File: config.mk
export PLATFORM = sky130hd
export DESIGN_NAME = fetch_unit_flat
export DESIGN_NICKNAME = d
export VERILOG_FILES = /design/src/rtl/riscv_pkg.sv /design/src/rtl/fetch_unit_if.sv /design/src/rtl/fetch_fifo.sv /design/src/rtl/fetch_unit.sv /design/src/flat_wrapper.sv
export SDC_FILE = /design/constraint.sdc
export NUM_CORES = 1
export LEC_CHECK = 0
export CAP_MARGIN = 20
export CORE_UTILIZATION = 35
export CTS_CLUSTER_DIAMETER = 30
export DETAILED_ROUTE_END_ITERATION = 12
export PLACE_DENSITY = 0.64
export REMOVE_ABC_BUFFERS = 1
export SKIP_LAST_GASP = 1
export SLEW_MARGIN = 15
export SYNTH_ARGS = -nofsm -noshare
export SYNTH_HDL_FRONTEND = slang
export SYNTH_HIERARCHICAL = 1
export SYNTH_SLANG_ARGS = --single-unit
File: constraint.sdc
create_clock -name clk -period 18.5 [get_ports clk]
set_clock_uncertainty 0.15 [all_clocks]
set_input_delay 3.7 -clock clk [delete_from_list [all_inputs] [get_ports clk]]
set_output_delay 3.7 -clock clk [all_outputs]
set_load 0.1 [all_outputs]
File: src/rtl/riscv_pkg.sv
// Shared types and constants for the RV32 pipeline.
// Fetch-side entries and defaults used by IF and IF/ID.
package riscv_pkg;

  localparam int XLEN = 32;
  localparam logic [XLEN-1:0] RESET_PC = 32'h0000_0000;
  localparam logic [31:0] NOP_INSTR = 32'h0000_0013;

  typedef struct packed {
    logic [XLEN-1:0] pc;
    logic [31:0]     instr;
  } fetch_entry_t;

endpackage

File: src/rtl/fetch_unit_if.sv
// Instruction-memory request/response channel.
// Fetch side is the master; memory is the slave.
interface fetch_unit_if #(
  parameter int XLEN = 32
) ();

  logic            imem_req_valid;
  logic            imem_req_ready;
  logic [XLEN-1:0] imem_req_addr;
  logic            imem_rsp_valid;
  logic [31:0]     imem_rsp_data;

  modport master (
    output imem_req_valid,
    output imem_req_addr,
    input  imem_req_ready,
    input  imem_rsp_valid,
    input  imem_rsp_data
  );

  modport slave (
    input  imem_req_valid,
    input  imem_req_addr,
    output imem_req_ready,
    output imem_rsp_valid,
    output imem_rsp_data
  );

endinterface

File: src/rtl/fetch_fifo.sv
// Generic synchronous FIFO with flush and count.
// Push and pop may coincide; a full FIFO accepts a push if it also pops.
module fetch_fifo #(
  parameter int  DEPTH = 4,
  parameter type T     = logic [31:0]
) (
  input  logic                       clk,
  input  logic                       rst_n,
  input  logic                       flush_i,
  input  logic                       push_i,
  input  T                           data_i,
  input  logic                       pop_i,
  output T                           data_o,
  output logic                       empty_o,
  output logic [$clog2(DEPTH+1)-1:0] count_o
);

  localparam int CW = $clog2(DEPTH + 1);
  localparam int PW = (DEPTH > 1) ? $clog2(DEPTH) : 1;

  T              mem_q [DEPTH];
  logic [PW-1:0] rd_q, rd_d;
  logic [PW-1:0] wr_q, wr_d;
  logic [CW-1:0] cnt_q, cnt_d;
  logic          do_push, do_pop;

  function automatic logic [PW-1:0] inc(input logic [PW-1:0] p);
    return (p == PW'(DEPTH - 1)) ? '0 : p + 1'b1;
  endfunction

  assign do_pop  = pop_i & (cnt_q != '0);
  assign do_push = push_i & ((cnt_q != CW'(DEPTH)) | do_pop);

  always_comb begin
    rd_d  = rd_q;
    wr_d  = wr_q;
    cnt_d = cnt_q;
    if (flush_i) begin
      rd_d  = '0;
      wr_d  = '0;
      cnt_d = '0;
    end else begin
      if (do_pop)  rd_d = inc(rd_q);
      if (do_push) wr_d = inc(wr_q);
      cnt_d = cnt_q + CW'(do_push) - CW'(do_pop);
    end
  end

  always_ff @(posedge clk) begin
    if (!rst_n) begin
      rd_q  <= '0;
      wr_q  <= '0;
      cnt_q <= '0;
    end else begin
      rd_q  <= rd_d;
      wr_q  <= wr_d;
      cnt_q <= cnt_d;
    end
  end

  always_ff @(posedge clk) begin
    if (do_push && !flush_i) mem_q[wr_q] <= data_i;
  end

  assign data_o  = mem_q[rd_q];
  assign empty_o = (cnt_q == '0);
  assign count_o = cnt_q;

endmodule

File: src/rtl/fetch_unit.sv
// IF stage: owns the PC, issues credit-limited fetches,
// drops wrong-path responses and presents {pc, instr} to decode.
module fetch_unit import riscv_pkg::*; #(
  parameter int              XLEN     = riscv_pkg::XLEN,
  parameter logic [XLEN-1:0] RESET_PC = riscv_pkg::RESET_PC,
  parameter int              DEPTH    = 4
) (
  input  logic            clk,
  input  logic            rst_n,
  fetch_unit_if.master    imem,
  input  logic            stall_if,
  input  logic            redirect_valid,
  input  logic [XLEN-1:0] redirect_pc,
  output logic            if_valid,
  output logic [XLEN-1:0] if_pc,
  output logic [31:0]     if_instr
);

  localparam int PW  = (DEPTH > 1) ? $clog2(DEPTH) : 1;
  localparam int CW  = $clog2(DEPTH + 1);
  localparam int CW1 = CW + 1;

  typedef struct packed {
    logic [XLEN-1:0] pc;
    logic [31:0]     instr;
  } entry_t;

  logic [XLEN-1:0]  pc_q, pc_d;
  logic [XLEN-1:0]  trk_pc_q [DEPTH];
  logic [DEPTH-1:0] trk_live_q, trk_live_d;
  logic [PW-1:0]    trk_hd_q, trk_hd_d;
  logic [PW-1:0]    trk_tl_q, trk_tl_d;
  logic [CW-1:0]    trk_cnt_q, trk_cnt_d;

  logic [CW-1:0]    buf_cnt;
  logic [CW1-1:0]   used;
  logic             buf_empty;
  entry_t           buf_head, buf_in;
  logic             accept, rsp_pop, rsp_live;
  logic             buf_push, buf_pop;

  function automatic logic [PW-1:0] inc(input logic [PW-1:0] p);
    return (p == PW'(DEPTH - 1)) ? '0 : p + 1'b1;
  endfunction

  // Credits cover both requests in flight and buffered words,
  // so responses never need backpressure.
  assign used = CW1'(trk_cnt_q) + CW1'(buf_cnt);
  assign imem.imem_req_valid = (used < CW1'(DEPTH)) & ~redirect_valid;
  assign imem.imem_req_addr  = pc_q;

  assign accept   = imem.imem_req_valid & imem.imem_req_ready;
  assign rsp_pop  = imem.imem_rsp_valid & (trk_cnt_q != '0);
  assign rsp_live = trk_live_q[trk_hd_q] & ~redirect_valid;
  assign buf_push = rsp_pop & rsp_live;
  assign buf_pop  = ~buf_empty & ~stall_if;
  assign buf_in   = '{pc: trk_pc_q[trk_hd_q], instr: imem.imem_rsp_data};

  always_comb begin
    pc_d       = pc_q;
    trk_live_d = trk_live_q;
    trk_hd_d   = trk_hd_q;
    trk_tl_d   = trk_tl_q;
    if (rsp_pop) trk_hd_d = inc(trk_hd_q);
    if (accept) begin
      trk_live_d[trk_tl_q] = 1'b1;
      trk_tl_d             = inc(trk_tl_q);
      pc_d                 = pc_q + XLEN'(4);
    end
    trk_cnt_d = trk_cnt_q + CW'(accept) - CW'(rsp_pop);
    if (redirect_valid) begin
      pc_d       = {redirect_pc[XLEN-1:2], 2'b00};
      trk_live_d = '0;
    end
  end

  always_ff @(posedge clk) begin
    if (!rst_n) begin
      pc_q       <= RESET_PC;
      trk_live_q <= '0;
      trk_hd_q   <= '0;
      trk_tl_q   <= '0;
      trk_cnt_q  <= '0;
    end else begin
      pc_q       <= pc_d;
      trk_live_q <= trk_live_d;
      trk_hd_q   <= trk_hd_d;
      trk_tl_q   <= trk_tl_d;
      trk_cnt_q  <= trk_cnt_d;
    end
  end

  always_ff @(posedge clk) begin
    if (accept) trk_pc_q[trk_tl_q] <= pc_q;
  end

  fetch_fifo #(
    .DEPTH (DEPTH),
    .T     (entry_t)
  ) u_buf (
    .clk     (clk),
    .rst_n   (rst_n),
    .flush_i (redirect_valid),
    .push_i  (buf_push),
    .data_i  (buf_in),
    .pop_i   (buf_pop),
    .data_o  (buf_head),
    .empty_o (buf_empty),
    .count_o (buf_cnt)
  );

  assign if_valid = ~buf_empty;
  assign if_pc    = if_valid ? buf_head.pc : '0;
  assign if_instr = if_valid ? buf_head.instr : NOP_INSTR;

  // Pre-reset requests may still drain shortly after reset.
  logic [3:0] rst_age_q;

  always_ff @(posedge clk) begin
    if (!rst_n) rst_age_q <= '0;
    else if (rst_age_q != '1) rst_age_q <= rst_age_q + 1'b1;
  end

  always_ff @(posedge clk) begin
    if (rst_n && rst_age_q == '1)
      assert (!(imem.imem_rsp_valid && trk_cnt_q == '0));
  end

endmodule

File: src/flat_wrapper.sv
// flat-port wrapper written by rule: the top's interface ports become plain ports
module fetch_unit_flat import riscv_pkg::*;
#(
  parameter int              XLEN     = riscv_pkg::XLEN,
  parameter logic [XLEN-1:0] RESET_PC = riscv_pkg::RESET_PC,
  parameter int              DEPTH    = 4
)
  (clk, rst_n, stall_if, redirect_valid, redirect_pc, if_valid, if_pc, if_instr, imem_imem_req_valid, imem_imem_req_addr, imem_imem_req_ready, imem_imem_rsp_valid, imem_imem_rsp_data);
  fetch_unit_if #(.XLEN(XLEN)) imem_i ();
  input  logic clk;
  input  logic rst_n;
  input  logic stall_if;
  input  logic redirect_valid;
  input  logic [XLEN-1:0] redirect_pc;
  output logic if_valid;
  output logic [XLEN-1:0] if_pc;
  output logic [31:0] if_instr;
  output wire logic [$bits(imem_i.imem_req_valid)-1:0] imem_imem_req_valid;
  output wire logic [$bits(imem_i.imem_req_addr)-1:0] imem_imem_req_addr;
  input wire logic [$bits(imem_i.imem_req_ready)-1:0] imem_imem_req_ready;
  input wire logic [$bits(imem_i.imem_rsp_valid)-1:0] imem_imem_rsp_valid;
  input wire logic [$bits(imem_i.imem_rsp_data)-1:0] imem_imem_rsp_data;
  assign imem_imem_req_valid = imem_i.imem_req_valid;
  assign imem_imem_req_addr = imem_i.imem_req_addr;
  assign imem_i.imem_req_ready = imem_imem_req_ready;
  assign imem_i.imem_rsp_valid = imem_imem_rsp_valid;
  assign imem_i.imem_rsp_data = imem_imem_rsp_data;
  fetch_unit #(.XLEN(XLEN), .RESET_PC(RESET_PC), .DEPTH(DEPTH)) u_core (.clk(clk), .rst_n(rst_n), .imem(imem_i), .stall_if(stall_if), .redirect_valid(redirect_valid), .redirect_pc(redirect_pc), .if_valid(if_valid), .if_pc(if_pc), .if_instr(if_instr));
endmodule
After elaboration in Yosys (flattened, before gate mapping) --
Memory sizes are Yosys's and may differ from the RTL's. A register that Yosys moved wholly into a read port is not among the register bits. Index checks and enable logic that the tools add are counted.
Word-level totals: memory bits (writable) 384, bits of input ports 70, word-level logic and storage cells 72, memories kept 2, register bits after elaboration 50, output and inout port bits 98
Memories:
- u_core.u_buf.mem_q | depth 4, width 64, rd ports 1, clocked after memory_dff 1, wr ports 1, line fetch_fifo.sv:21 | T mem_q [DEPTH];
- u_core.trk_pc_q | depth 4, width 32, rd ports 1, clocked after memory_dff 1, wr ports 1, line fetch_unit.sv:29 | logic [XLEN-1:0] trk_pc_q [DEPTH];
Cells by class: mux-type cells 20, reduce and logical (&&, ||, !) cells 8, magnitude comparators 4, bitwise logic cells 14, $add $sub $neg 10, equal/unequal tests 5
Operators with widths (count):
- $mux 32 | 4
- $add 32x3->32 const B | 1
- $mux 2 | 8
- $add 2x1->2 const B | 4
- $and 1x1->1 | 8
- $eq 2x2->1 const B | 4
- $add 3x1->3 | 2
- $lt 2x3->1 const B | 2
- $mux 1 | 6
- $reduce_bool 3->1 | 2
- $sub 3x1->3 | 2
- $add 3x3->4 | 1
- $lt 4x3->1 const B | 1
- $not 1->1 | 4
- $or 4x4->4 | 1
- $logic_not 3->1 | 1
- $ne 3x3->1 const B | 1
- $bmux 1 s2 | 1
- $demux 1 s2 | 1
- $ge 2x1->1 const B | 1
- $logic_and 1x1->1 | 2
- $reduce_bool 2->1 | 1
- $reduce_or 2->1 | 1
- $logic_not 1->1 | 1
- $or 1x1->1 | 1

Logic depth before layout (Yosys ltp) --
Gate-level depths: netlist (run 1).
depth in word-level cells 9, mapped depth 12, depth with buffers taken out 11

By module --
Netlist (run 1), hierarchy kept.
By module, submodules not included:
- fetch_fifo | times used 1, area each 9724.3 um2, sequential area each 7867.5 um2, cells each 384
- fetch_unit | times used 1, area each 7369.6 um2, sequential area each 4464.3 um2, cells each 553

Worst setup path before layout (run 1) --
OpenSTA, ideal clock, no wires.
path kind input-to-reg, start input port redirect_valid, end memory u_core/u_buf/mem_q[1][0] (netlist name), enable pin, cell stages on the path 6, data required time 17772 ps, path buffers 2, setup time 578 ps, path slack 8338 ps, data arrival time 9435 ps, cell sequence inv_1 -> clkbuf_1 -> clkbuf_1 -> and3_1 -> nand2_4 -> nor3b_1
Between the ends: cells in the longest elaborated chain, start to end 7, elaborated cells between the ends (all ways) 8, classes of those cells mux (2); bitwise (4); reduce/logical (2)
RTL lines:
- from (decl) | line flat_wrapper.sv:13 | input logic redirect_valid;
- $not 1->1 | line fetch_unit.sv:54 | assign rsp_live = trk_live_q[trk_hd_q] & ~redirect_valid;
- $and 1x1->1 | line fetch_unit.sv:54
- $and 1x1->1 | line fetch_unit.sv:55 | assign buf_push = rsp_pop & rsp_live;
- net u_core.buf_push | line fetch_unit.sv:40 | logic buf_push, buf_pop;
- $and 1x1->1 | line fetch_fifo.sv:32 | assign do_push = push_i & ((cnt_q != CW'(DEPTH)) | do_pop);
- $logic_and 1x1->1 | line fetch_fifo.sv:62 | if (do_push && !flush_i) mem_q[wr_q] <= data_i;
- $mux 1 | line fetch_fifo.sv:62
- $mux 1 (not written as such) | line fetch_fifo.sv:62
- to (decl) | line fetch_fifo.sv:21
The timed path passes the listed nets, and every way through them passes these cells.

Worst setup path after layout (run 1) --
start input port redirect_valid, end output port imem_imem_req_valid
Between the ends: cells in the longest elaborated chain, start to end 2
RTL lines:
- $not 1->1 | line fetch_unit.sv:49 | assign imem.imem_req_valid = (used < CW1'(DEPTH)) & ~redirect_valid;
- $and 1x1->1 | line fetch_unit.sv:49
- to (decl) | line flat_wrapper.sv:18 | output wire logic [$bits(imem_i.imem_req_valid)-1:0] imem_imem_req_valid;
Every way passes these cells.

==> results by group, run 1 <==
Yosys
  – Main synth FF type: edfxtp_1
  – Register area share after synthesis: 72.1%
  – Ys Warns: 6
  – #FFs+latches synth: 428
  – Asr flop ratio synth: 0%
  – Synth Instances: 937
  – Mapped Area: 17100 um2
  – Syn avg cell area: 18.2 um2
  – Post-synth EDFFs: 376
  – Netlist cell types: 62

STA
  – RSZ-0062 raised after global routing: no
  – Rel. slew slack: 25.8%
  – Period minus WS final: 9.65 ns
  – Final period util: 52.2%
  – Final hold viol count: 0
  – FMAX: 0.104 GHz
  – Final worst slack: 8.85 ns
  – Setup TNS: 0 ns
  – Fin. max-slew vios: 0
  – Final setup viols: 0
  – Slew at the pin with the worst max-slew slack: 1.11 ns

Drt
  – Drt wl/cell: 20.3 um
  – Vias per cell: 5.12
  – DRC viols: 0
  – Initial DRT Pass Iterations: 5
  – DR iter-0 viols: 629
  – Via count: 9570
  – Post-route ant nets: 0
  – Wirelength, routed: 38000 um

Floorplanning
  – Die height: 223 um
  – Core footprint: 47900 um2
  – Row Count: 80
  – Die ar.: 49700 um2
  – I/O pin count: 168
  – Die Wd: 223 um
  – Initial Util: 35.7%

Clocking
  – CTS tree: yes
  – Max Root-Sink Buffers: 3
  – Clock Sinks: 428
  – Hold buffer count at cts: 0
  – Cts repair resizes: 0
  – H-tree depth: 3
  – TritonCTS buffer count: 94
  – Post CTS Setup Buffer Count: 0
  – Clock root buffer: clkbuf_16
  – Clk Latency, worst-skew pair: 0.63 ns
  – Clock transition at path regs: 0.05 ns

Place
  – Number of I/O port buffers: 163
  – Post-DP HPWL: 22200 um
  – Place WS: 8.87 ns
  – Gpl congestion: 0.795
  – Cells after DPL: 1696

Global routing
  – Initial antenna violation count: 1
  – First-pass GRT wire length: 57700 um
  – Global-route usage over all layers: 15.5%
  – Vias in the first global route: 9910
  – Total gr overflow: 0
  – Largest net degree at the start of global routing: 66

Final layout
  – Ant diodes: 0
  – Share of cells above drive strength 1: 23.4%
  – Commonest non-fill, non-tap cell in the layout: edfxtp_1
  – Area Growth Syn to Fin: 33.4%
  – Filler cells: 3986
  – Final nets: 1266
  – Non-Filler Instances: 1868
  – Commonest non-fill, non-tap cells in the layout: edfxtp_1, clkdlybuf4s50_1, mux4_2
  – Util after Layout: 47.6%

Run status
  – Status: finished clean

Setup path
  – Critical path cell sequence: clkdlybuf4s50_1, buf_4, nor3_1, clkdlybuf4s50_1
  – Crit path kind: in -> out
  – Element type at the critical path end: primary output
  – Crit path max fanout: 27
  – CP required: 14.65 ns
  – Worst path most repeated cell: clkdlybuf4s50_1
  – CP Buf/Inv Count: 3
  – Worst path top cell family by delay: buffers and inverters
  – CP max-delay cell: clkdlybuf4s50_1
  – Worst path max stage delay: 1.18 ns
  – Crit start category: input pin
  – Worst Path Arrival: 5.80 ns

Power and ir drop
  – Worst vdd ir: 0.0000688 V
  – PD cells: 133 nW/um2
  – Lkg Pwr: 0.00743 uW
  – Overall power: 3040 uW

Run
  – Max-Cap Viols: 0

Worst hold path
  – Hold WC Path Type: reg -> reg
[worst register-to-register path, delay by kind of cell, from the launching register on]
family	cells	cell delay (ns)
DFF	1	0.43
adders and majority gates	4	1.29
and+or+nand+nor	3	0.68
xor gates and xnor gates	2	0.33
buffers and inverters	3	0.59
[final timing paths]
check                                             start  cells past startpoint              endpoint  slack (ns)
worst min register to register     u_core/trk_live_q[0]                      2  u_core/trk_live_q[0]        0.33
worst max-delay path                     redirect_valid                      4   imem_imem_req_valid        8.85
worst min-delay path               u_core/trk_live_q[0]                      2  u_core/trk_live_q[0]        0.33
worst max register to register  u_core/u_buf/count_o[2]                     12   u_core/trk_cnt_q[2]       14.90
[flip-flops by register name, summed over array words and instances (netlist names), named ones only]
name                       count
u_core/imem.imem_req_addr     30
u_core/trk_cnt_q               3
u_core/trk_hd_q                2
u_core/trk_live_q              4
u_core/trk_pc_q              120
u_core/trk_tl_q                2
u_core/u_buf/count_o           3
u_core/u_buf/mem_q           256
u_core/u_buf/rd_q              2
u_core/u_buf/wr_q              2
[synth_stat cells, types with 4 or more instances]
| master | instances | area share (%) |
|---|---|---|
| mux4_2 | 95 | 13 |
| o31ai_1 | 8 | 0.35 |
| a211oi_1 | 4 | 0.18 |
| edfxtp_1 | 376 | 66 |
| xor2_1 | 6 | 0.31 |
| nand2_1 | 30 | 0.66 |
| buf_2 | 7 | 0.20 |
| nand2b_1 | 8 | 0.29 |
| dfxtp_1 | 52 | 6.1 |
| a311oi_1 | 5 | 0.26 |
| and4_1 | 4 | 0.20 |
| ha_1 | 16 | 1.2 |
| nor3b_1 | 5 | 0.22 |
| a31oi_1 | 12 | 0.44 |
| or2_2 | 4 | 0.15 |
| a21oi_1 | 13 | 0.38 |
| or4_1 | 12 | 0.53 |
| inv_1 | 14 | 0.31 |
| and2_1 | 13 | 0.48 |
| clkbuf_1 | 28 | 0.61 |
| or3_1 | 9 | 0.33 |
| o21ai_0 | 26 | 0.76 |
| buf_6 | 7 | 0.46 |
| nand4_1 | 10 | 0.37 |
| nor3_1 | 7 | 0.20 |
| nand3_1 | 19 | 0.56 |
| nor2_1 | 23 | 0.51 |
| and3_1 | 9 | 0.33 |
| nor2b_1 | 63 | 2.3 |
| nor4_1 | 7 | 0.26 |
[power by group]
| part | internal [uW] | switching, uW | leakage (uW) |
|---|---|---|---|
| Clock | 1180 | 528 | 0.00158 |
| Sequential | 1100 | 32.5 | 0.00385 |
| Combinational | 79.8 | 127 | 0.00200 |
| Total | 2350 | 688 | 0.00743 |
[layer usage]
layer / vias up / global-route usage, % / wire, um
met3: 71 / 3.65 / 2350
met5: - / 0 / 0
li1: 4279 / - / -
met4: 0 / 6.14 / 759
met2: 352 / 25.0 / 18500
met1: 4868 / 20.3 / 16400
[layout make-up]
| class | count | area (um2) | share of cell area, % |
|---|---|---|---|
| Timing Repair Buffer | 184 | 1800 | 7.90 |
| Inverter | 14 | 52.6 | 0.230 |
| Tap cell | 615 | 769 | 3.38 |
| Sequential cell | 428 | 12300 | 54.1 |
| Multi-Input combinational cell | 456 | 4520 | 19.8 |
| Clock buffer | 105 | 2410 | 10.6 |
| Clock inverter | 66 | 905 | 3.97 |
[cell families (layout without fill, tap and decap cells)]
family	after synthesis	after routing	synth area share (%)
adders and majority gates	18	18	1.41
other	1	10	0.0219
DFF	428	428	72.1
buffers and inverters	62	369	1.79
muxes	98	98	12.7
xor gates and xnor gates	9	9	0.461
AOI/OAI and AO/OA	83	83	3.17
and+or+nand+nor	238	238	8.32
[per-stage QoR]
| stage | cell area, um2 | hold slack (ns) |
|---|---|---|
| after floorplan | 16900 | 0.281 |
| after global placement | 19500 | 0.306 |
| after detailed placement | 19500 | 0.308 |
| after CTS | 22800 | 0.328 |
| after global routing | 22800 | 0.359 |
| final | 22800 | 0.332 |
Note: power is estimated with default switching activity, not from simulation.
==> inputs of run 2 (changes only) <==
==> constraint.sdc (replaced) <==
create_clock -name clk -period 8.95 [get_ports clk]
set_clock_uncertainty 0.15 [all_clocks]
set_input_delay 1.79 -clock clk [delete_from_list [all_inputs] [get_ports clk]]
set_output_delay 1.79 -clock clk [all_outputs]
set_load 0.1 [all_outputs]
==> results by group, run 2 (same netlist as run 1, synthesis figures left out) <==
Power and ir drop
  – Lkg Pwr: 0.00739 uW (was 0.00743 uW)
  – Worst vdd ir: 0.000157 V (was 0.0000688 V)
  – PD cells: 275 nW/um2 (was 133 nW/um2)

Drt
  – Post-route ant nets: 0 (unchanged)
  – Wirelength, routed: 38000 um (about the same)
  – Drt wl/cell: 20.4 um (was 20.3 um)
  – Initial DRT Pass Iterations: 5 (unchanged)
  – Via count: 9542 (was 9570)
  – Vias per cell: 5.12 (about the same)
  – DR iter-0 viols: 532 (was 629)
  – DRC viols: 0 (unchanged)

Setup path
  – CP required: 7.01 ns (was 14.65 ns)
  – Element type at the critical path end: primary output (unchanged)
  – Crit start category: register (was input pin)
  – Crit path kind: reg -> out (was in -> out)
  – CP Buf/Inv Count: 2 (was 3)
  – Crit path max fanout: 43 (was 27)
  – CP max-delay cell: dfxtp_4 (was clkdlybuf4s50_1)
  – Critical path cell sequence: buf_4, mux4_2, or2_2, clkdlybuf4s50_1 (was clkdlybuf4s50_1, buf_4, nor3_1, clkdlybuf4s50_1)
  – Worst Path Arrival: 4.00 ns (was 5.80 ns)
  – Worst path max stage delay: 0.99 ns (was 1.18 ns)
  – Worst path top cell family by delay: buffers and inverters (unchanged)

Final layout
  – Non-Filler Instances: 1862 (was 1868)
  – Util after Layout: 47.3% (was 47.6%)
  – Final nets: 1260 (was 1266)
  – Share of cells above drive strength 1: 23.3% (was 23.4%)
  – Commonest non-fill, non-tap cell in the layout: edfxtp_1 (unchanged)
  – Ant diodes: 0 (unchanged)
  – Commonest non-fill, non-tap cells in the layout: edfxtp_1, clkdlybuf4s50_1, mux4_2 (unchanged)
  – Filler cells: 4044 (was 3986)
  – Area Growth Syn to Fin: 32.8% (was 33.4%)
  – Top reg by flops: u_core/u_buf/mem_q (unchanged)
  – Largest register FFs: 256 (unchanged)
  – Multi-input gate area: 4520 um2 (unchanged)
  – Register area: 12300 um2 (unchanged)

Global routing
  – Global-route usage over all layers: 15.7% (was 15.5%)
  – First-pass GRT wire length: 58500 um (was 57700 um)
  – Largest net degree at the start of global routing: 65 (was 66)
  – M3 GR Usage: 3.44% (was 3.65%)
  – Initial antenna violation count: 0 (was 1)
  – Global routing's busiest layer: met2 (unchanged)
  – GR Layer Usage met2: 25.5% (was 25.0%)
  – Grt met1 use: 20.5% (was 20.3%)
  – Vias in the first global route: 9970 (was 9910)
  – Total gr overflow: 0 (unchanged)

STA
  – Final period util: 66.4%
  – Setup TNS: 0 ns (unchanged)
  – Final setup viols: 0 (unchanged)
  – Fin. max-slew vios: 0 (unchanged)
  – FMAX: 0.168 GHz
  – Slew at the pin with the worst max-slew slack: 1.12 ns (was 1.11 ns)
  – RSZ-0062 raised after global routing: no (unchanged)
  – Rel. slew slack: 25.0% (was 25.8%)
  – Period minus WS final: 5.94 ns
  – Final hold viol count: 0 (unchanged)
  – Final worst slack: 3.01 ns (was 8.85 ns)

Floorplanning
  – Initial Util: 35.7% (unchanged)
  – Core footprint: 47900 um2 (unchanged)
  – I/O pin count: 168 (unchanged)
  – Row Count: 80 (unchanged)
  – Die Wd: 223 um (unchanged)
  – Die height: 223 um (unchanged)
  – Die ar.: 49700 um2 (unchanged)

Clocking
  – Clock Sinks: 428 (unchanged)
  – Cts repair resizes: 0 (unchanged)
  – Clock transition at path regs: 0.05 ns (about the same)
  – Post CTS Setup Buffer Count: 0 (unchanged)
  – TritonCTS buffer count: 91 (was 94)
  – H-tree depth: 3 (unchanged)
  – Hold buffer count at cts: 0 (unchanged)
  – CTS tree: yes (unchanged)
  – Clk Latency, worst-skew pair: 0.60 ns (was 0.63 ns)
  – Max Root-Sink Buffers: 3 (unchanged)
  – Clock root buffer: clkbuf_16 (unchanged)

Place
  – Place WS: 3.14 ns (was 8.87 ns)
  – Gpl congestion: 0.791 (was 0.795)
  – Number of I/O port buffers: 163 (unchanged)
  – Post-DP HPWL: 22200 um (about the same)
  – Cells after DPL: 1694 (was 1696)

Worst hold path
  – Hold WC Path Type: reg -> reg (unchanged)

Run status
  – Status: finished clean (unchanged)

Run
  – Max-Cap Viols: 0 (unchanged)
run 2: final cells by class:
class                      instances  share of cell area, %
clock buffer                     101                   10.3
clock inverter                    67                   4.01
inverter                          14                  0.231
multi-input combinational        456                   19.9
sequential                       428                   54.4
tap                              615                   3.39
timing repair buffer             181                   7.78
run 2: stage by stage:
| stage | cell area [um2] | total power [uW] | hold slack, ns |
|---|---|---|---|
| finish | 22700 | 6250 | 0.328 |
| global route | 22700 | 6460 | 0.350 |
| CTS | 22700 | 6320 | 0.331 |
| detailed placement | 19400 | 2800 | 0.309 |
| global placement | 19400 | 2790 | 0.302 |
| floorplan | 16900 | 2640 | 0.281 |
run 2: layer usage:
layer / share of wire [%] / wire length, um
met1: 43 / 16400
met2: 49 / 18500
met3: 6.0 / 2280
met4: 1.9 / 740
met5: 0 / 0
run 2: final timing paths:
check	to	slack, ns	cells after the start	from
worst max-delay path	if_instr[4]	3.01	4	register
worst min register to register	u_core/trk_live_q[2]	0.33	2	u_core/trk_live_q[2]
worst max register to register	u_core/trk_cnt_q[2]	4.72	11	u_core/u_buf/count_o[2]
worst min-delay path	u_core/trk_live_q[2]	0.33	2	u_core/trk_live_q[2]
run 2: tightest hold or removal path, stage by stage, from the launching register on:
cell and delay, ns:
dfxtp_1 0.32, a21oi_1 0.04, nor2_1 0.07
run 2: report_power, final:
group / switching [uW] / internal, uW / total [uW]
registers: 64.4 / 2270 / 2340
logic: 263 / 165 / 428
clock network: 1050 / 2430 / 3480
total: 1380 / 4870 / 6250
